File: src/rtl/reg_word_assembler_pkg.sv
// Shared types and sizing helpers for the beat-to-word assembler.
// Beat count and counter width derive from DATA_W/BUS_W only.
package reg_word_assembler_pkg;

  typedef enum logic [1:0] {
    S_IDLE,
    S_FILL,
    S_COMMIT
  } state_t;

  function automatic int rwa_nbeats(input int dw, input int bw);
    return (dw + bw - 1) / bw;
  endfunction

  function automatic int rwa_cnt_w(input int nb);
    return (nb > 1) ? $clog2(nb) : 1;
  endfunction

endpackage

File: src/rtl/reg_word_assembler.sv
// Assembles LSB-first bus beats into one wide word and
// presents it with a single-cycle write strobe.
module reg_word_assembler
  import reg_word_assembler_pkg::*;
#(
  parameter int DATA_W = 20,
  parameter int BUS_W  = 8
) (
  input  logic              clk,
  input  logic              arst_n,
  input  logic [BUS_W-1:0]  in_data,
  input  logic              in_valid,
  output logic              in_ready,
  input  logic              clr,
  output logic [DATA_W-1:0] dout,
  output logic              wen,
  output logic              busy
);

  localparam int NB = rwa_nbeats(DATA_W, BUS_W);
  localparam int CW = rwa_cnt_w(NB);
  localparam logic [CW-1:0] LAST = CW'(NB - 1);

  state_t            r_state;
  state_t            w_state_nx;
  logic [CW-1:0]     r_cnt;
  logic [CW-1:0]     w_cnt_nx;
  logic [DATA_W-1:0] r_shadow;
  logic [DATA_W-1:0] w_shadow_nx;
  logic [DATA_W-1:0] w_beat;

  // Bits of the last beat beyond DATA_W fall off the shift.
  assign w_beat = DATA_W'(in_data) << (int'(r_cnt) * BUS_W);

  always_ff @(posedge clk or negedge arst_n) begin
    if (!arst_n) begin
      r_state  <= S_IDLE;
      r_cnt    <= '0;
      r_shadow <= '0;
    end else begin
      r_state  <= w_state_nx;
      r_cnt    <= w_cnt_nx;
      r_shadow <= w_shadow_nx;
    end
  end

  always_comb begin
    w_state_nx  = r_state;
    w_cnt_nx    = r_cnt;
    w_shadow_nx = r_shadow;
    in_ready    = 1'b0;
    wen         = 1'b0;
    unique case (r_state)
      S_IDLE, S_FILL: begin
        in_ready = !clr;
        if (clr) begin
          w_state_nx  = S_IDLE;
          w_cnt_nx    = '0;
          w_shadow_nx = '0;
        end else if (in_valid) begin
          w_shadow_nx = r_shadow | w_beat;
          if (r_cnt == LAST) begin
            w_state_nx = S_COMMIT;
            w_cnt_nx   = '0;
          end else begin
            w_state_nx = S_FILL;
            w_cnt_nx   = r_cnt + 1'b1;
          end
        end
      end
      S_COMMIT: begin
        // Shadow clears here so IDLE always starts from zero.
        wen         = 1'b1;
        w_state_nx  = S_IDLE;
        w_cnt_nx    = '0;
        w_shadow_nx = '0;
      end
      default: begin
        w_state_nx  = S_IDLE;
        w_cnt_nx    = '0;
        w_shadow_nx = '0;
      end
    endcase
  end

  assign dout = r_shadow;
  assign busy = (r_state != S_IDLE);

endmodule

File: config.mk
export PLATFORM = sky130hd
export DESIGN_NAME = reg_word_assembler
export DESIGN_NICKNAME = d
export VERILOG_FILES = /design/src/rtl/reg_word_assembler_pkg.sv /design/src/rtl/reg_word_assembler.sv
export SDC_FILE = /design/constraint.sdc
export NUM_CORES = 1
export LEC_CHECK = 0
export BUFFER_PORTS_ARGS = -buffer_cell sky130_fd_sc_hd__clkbuf_2
export CAP_MARGIN = 20
export CORE_MARGIN = 2
export CORE_UTILIZATION = 32
export CTS_CLUSTER_SIZE = 28
export DETAILED_ROUTE_END_ITERATION = 12
export GPL_ROUTABILITY_DRIVEN = 0
export PLACE_DENSITY = 0.64
export SETUP_SLACK_MARGIN = 0.2
export SYNTH_ARGS = -nofsm -noshare
export SYNTH_HDL_FRONTEND = slang
export SYNTH_SLANG_ARGS = --single-unit
File: constraint.sdc
create_clock -name clk -period 3 [get_ports clk]
set_input_delay 0.9 -clock clk [delete_from_list [all_inputs] [get_ports clk]]
set_output_delay 0.9 -clock clk [all_outputs]
set_load 0.01 [all_outputs]
; ---- Word level (Yosys, flattened, before mapping)
; Index checks and enable logic that the tools add are counted.
[word_totals]
ff_bits = 24
out_inout_bits = 23
in_bits = 12
[classes]
eq_ne = 4
addsub = 1
reduce_logical = 4
n_shift = 1
n_mux = 13
bitwise = 1
[op_table]
columns = op, n
row1 = $mux 20, 3
row2 = $or 20x20->20, 1
row3 = $shl 8x5->20, 1
row4 = $mux 2, 8
row5 = $eq 2x2->1 const B, 2
row6 = $ne 3x3->1 const B, 1
row7 = $add 2x1->2 const B, 1
row8 = $eq 2x1->1 const B, 1
row9 = $logic_not 2->1, 1
row10 = $mux 1, 2
row11 = $reduce_bool 2->1, 1
row12 = $reduce_or 2->1, 1
row13 = $logic_not 1->1, 1

; ---- Logic depth before layout (Yosys ltp)
[depth]
word_depth = 5
mapped_depth = 4
mapped_depth_nobuf = 2

; ---- Worst setup path before layout
; No wires, ideal clock.
[synth_timing]
kind = input to output
from = in clr
to = out in_ready
arrival_time_ps = 1332
n_path_buf = 2
path_slack_ps = 768
cell_stages = 3
path_cell_list = buf_6 nor2_4 buf_6
[synth_via]
elab_chain_cells = 2
[synth_rtl]
columns = element, line_no
row1 = start: declaration, reg_word_assembler.sv:14  ; input logic clr,
row2 = $logic_not 1->1, reg_word_assembler.sv:55  ; in_ready = !clr;
row3 = $mux 1, reg_word_assembler.sv:53  ; unique case (r_state)
row4 = end: declaration, reg_word_assembler.sv:13  ; output logic in_ready,
; No other way between the ends.

; ---- Worst setup path in the final report
[layout_timing]
from = reg r_state[1]
to = out busy
[layout_via]
elab_chain_cells = 1
[layout_rtl]
columns = element, line_no
row1 = start: declaration, reg_word_assembler.sv:24  ; state_t r_state;
row2 = start signal: assignment, reg_word_assembler.sv:41  ; r_state <= w_state_nx;
row3 = $reduce_bool 2->1, reg_word_assembler.sv:87  ; assign busy = (r_state != S_IDLE);
row4 = end: declaration, reg_word_assembler.sv:17  ; output logic busy
; No other way between the ends.

==> impl_metrics.py <==
metrics = {
    "clock_network": {
        "postCtsHoldBufs": 0,
        "cts.path.max_buffers": 2,
        "clkLatencyLatePin_ps": 310,
        "post_cts_resized": 0,
        "cts_root_buffer": "clkbuf_4",
        "clk_pin_slew_worst_paths_ps": 120,
        "cts_max_level": 1,
        "cts_inserted_buffers": 3,
        "cts.sinks": 24,
        "cts_tree": "done",
        "post_cts_buffers": 0,
    },
    "layout": {
        "nFillCells": 325,
        "diodes": 0,
        "synthToLayoutAreaGrowth_pct": 19.7,
        "fin_util_pct": 39.2,
        "drive_gt1_share_pct": 49.5,
        "fin_nets": 118,
    },
    "drt": {
        "ant_nets": 0,
        "drt_iter0_markers": 59,
        "routed_wirelength_mm": 2.22,
        "wl_per_cell_um": 14.7,
        "drcViolationCount": 0,
        "drt-pass1-iter-count": 4,
        "vias_per_cell": 4.69,
        "vias": 708,
    },
    "worst_setup_path": {
        "path_cells": "or2_2 -> clkbuf_2",
        "worstSetupPathType": "flip-flop to primary output",
        "critPathMaxStageDelay_ps": 650,
        "cp-end-kind": "primary output",
        "r2r_start": "r_state[1]",
        "r2r_end": "dout[10]",
        "cp.required_ps": 2100,
        "crit_arrival_ps": 1480,
        "reg2reg_depth": 3,
        "r2r_slack_ps": 1510,
        "crit_slowest_cell": "dfrtp_1",
        "worst_setup_path_start_kind": "flip-flop",
        "critical_path.max_fanout": 12,
    },
    "synth": {
        "synth-edff-count": 0,
        "ys_seq_area_share_pct": 55.8,
        "yosys-top-cells-area": "dfrtp_1, a22o_1, nor3b_2, buf_6, nor3b_4",
        "synthTopCellsByCount": "dfrtp_1, a22o_1, buf_6, nor3b_2, nor3b_4",
        "synth_area_um2": 1080,
        "synth_ff_type": "dfrtp_1",
        "synth_cell_type_count": 14,
        "ys_ff_latch": 24,
        "yosys_warnings": 0,
        "avgSynthCellArea_um2": 15.2,
        "synthArstFlopShare_pct": 100,
        "yosysTopAreaCellShare_pct": 55.8,
        "yosysTopAreaCell": "dfrtp_1",
        "yosysMostFrequentCell": "dfrtp_1",
        "synthCells": 71,
        "syn_nets": 83,
    },
    "floorplanning": {
        "rows": 21,
        "dieArea_um2": 3840,
        "io_pins": 35,
        "initial_core_util_pct": 32.8,
        "die_h_um": 62.0,
        "fp.dieW_um": 62.0,
        "core_um2": 3280,
    },
    "global_route": {
        "grt_pass1_wl_mm": 3.31,
        "grt.overflow.total": 0,
        "grt_max_degree": 25,
        "grtUsageTotal_pct": 11.7,
        "antenna_found_initial": 0,
        "grt_pass1_vias": 679,
    },
    "sta": {
        "min_period_ps": 2380,
        "rsz0062_at_grt": "no",
        "hold_violations": 0,
        "tns_ps": 0,
        "fin_skew_ps": 8.39,
        "hold_slack_ps": 518,
        "setup_viol": 0,
        "drv_slew": 0,
        "worst_pin_slew_ps": 697,
        "relSlewSlack_pct": 53.5,
        "min_period_over_period_pct": 79.2,
        "max_freq_mhz": 421,
    },
    "hold_path": {
        "hold-path-cell-count": 1,
        "min_from": "dout[1]",
        "hold_end": "dout[1]",
        "holdCritPathClass": "flip-flop to flip-flop",
    },
    "outcome": {
        "status": "complete, no violations",
    },
    "job": {
        "drv_cap": 0,
    },
    "pwr": {
        "irDropWorstVdd_uv": 116,
        "power_density_nw_per_um2": 474,
        "p_leak_nw": 0.662,
    },
    "placement": {
        "numPortBuffers": 34,
        "hpwlAfterDp_mm": 1.56,
    },
}
==> cells in the final DEF (no fill, tap or decap) <==
cell type	n
a22o_1	20
nor3b_4	3
nor2_4	1
and2_1	1
clkbuf_2	34
nor3b_2	6
buf_4	2
dfrtp_1	24
and2b_1	1
nor2b_1	2
o21a_1	2
clkbuf_8	1
nor4_4	1
and3b_1	2
or2_2	1
clkbuf_4	3
nor2_1	1
==> power by group <==
group / internal, mW / switching [mW]
registers: 0.340 / 0.0122
clock network: 0.0741 / 0.0946
logic: 0.0414 / 0.0479
total: 0.456 / 0.155
==> metrics by stage <==
stage | cells | worst slack (ps) | instance area [um^2] | power [mW]
after floorplan | 71 | 768 | 1080 | 0.414
after detailed placement | 147 | 840 | 1250 | 0.449
final | 151 | 624 | 1290 | 0.610
after global routing | 151 | 513 | 1290 | 0.637
after global placement | 147 | 833 | 1250 | 0.446
after CTS | 151 | 591 | 1290 | 0.615
==> critical path: cells and delay by family, from the launching register on <==
kind | cells | cell delay [ps]
simple gates | 1 | 390
buf+inv | 1 | 130
flops | 1 | 650
==> flip-flops by register name, summed over array words and instances, names as in the netlist <==
name,flops
dout,20
r_cnt,2
r_state,2
==> how the worst max path moves through the flow <==
stage | to | cells past startpoint | slack (ps) | start
after floorplan | in_ready | 3 | 770 | clr
after global placement | in_ready | 3 | 830 | clr
after detailed placement | in_ready | 3 | 840 | clr
after CTS | busy | 2 | 590 | r_state[1]
after global routing | wen | 2 | 510 | r_state[1]
final | busy | 2 | 620 | r_state[1]
==> layer usage <==
layer	part of all wire [%]	routed length [um]	track usage, %	vias up
met5	0	0	0	-
li1	-	-	-	336
met2	47	1050	17.3	27
met4	0	0	3.65	0
met1	47	1050	17.0	345
met3	5.3	117	2.69	0
==> final cells by class <==
| cell class | instances | area, um^2 | share of cell area, % |
|---|---|---|---|
| well taps | 46 | 57.6 | 4.47 |
| clock buffers | 4 | 36.3 | 2.82 |
| flip-flops and latches | 24 | 601 | 46.6 |
| repair buffers | 36 | 185 | 14.4 |
| multi-input cells | 41 | 408 | 31.7 |
==> cell families after synthesis <==
| logic type | after synthesis | share of synthesized area (%) |
|---|---|---|
| AOI/OAI and AO/OA | 22 | 17.7 |
| buffers and inverters | 6 | 6.28 |
| DFF | 24 | 55.8 |
| and+or+nand+nor | 19 | 20.2 |
(Power assumes the default switching activity.)
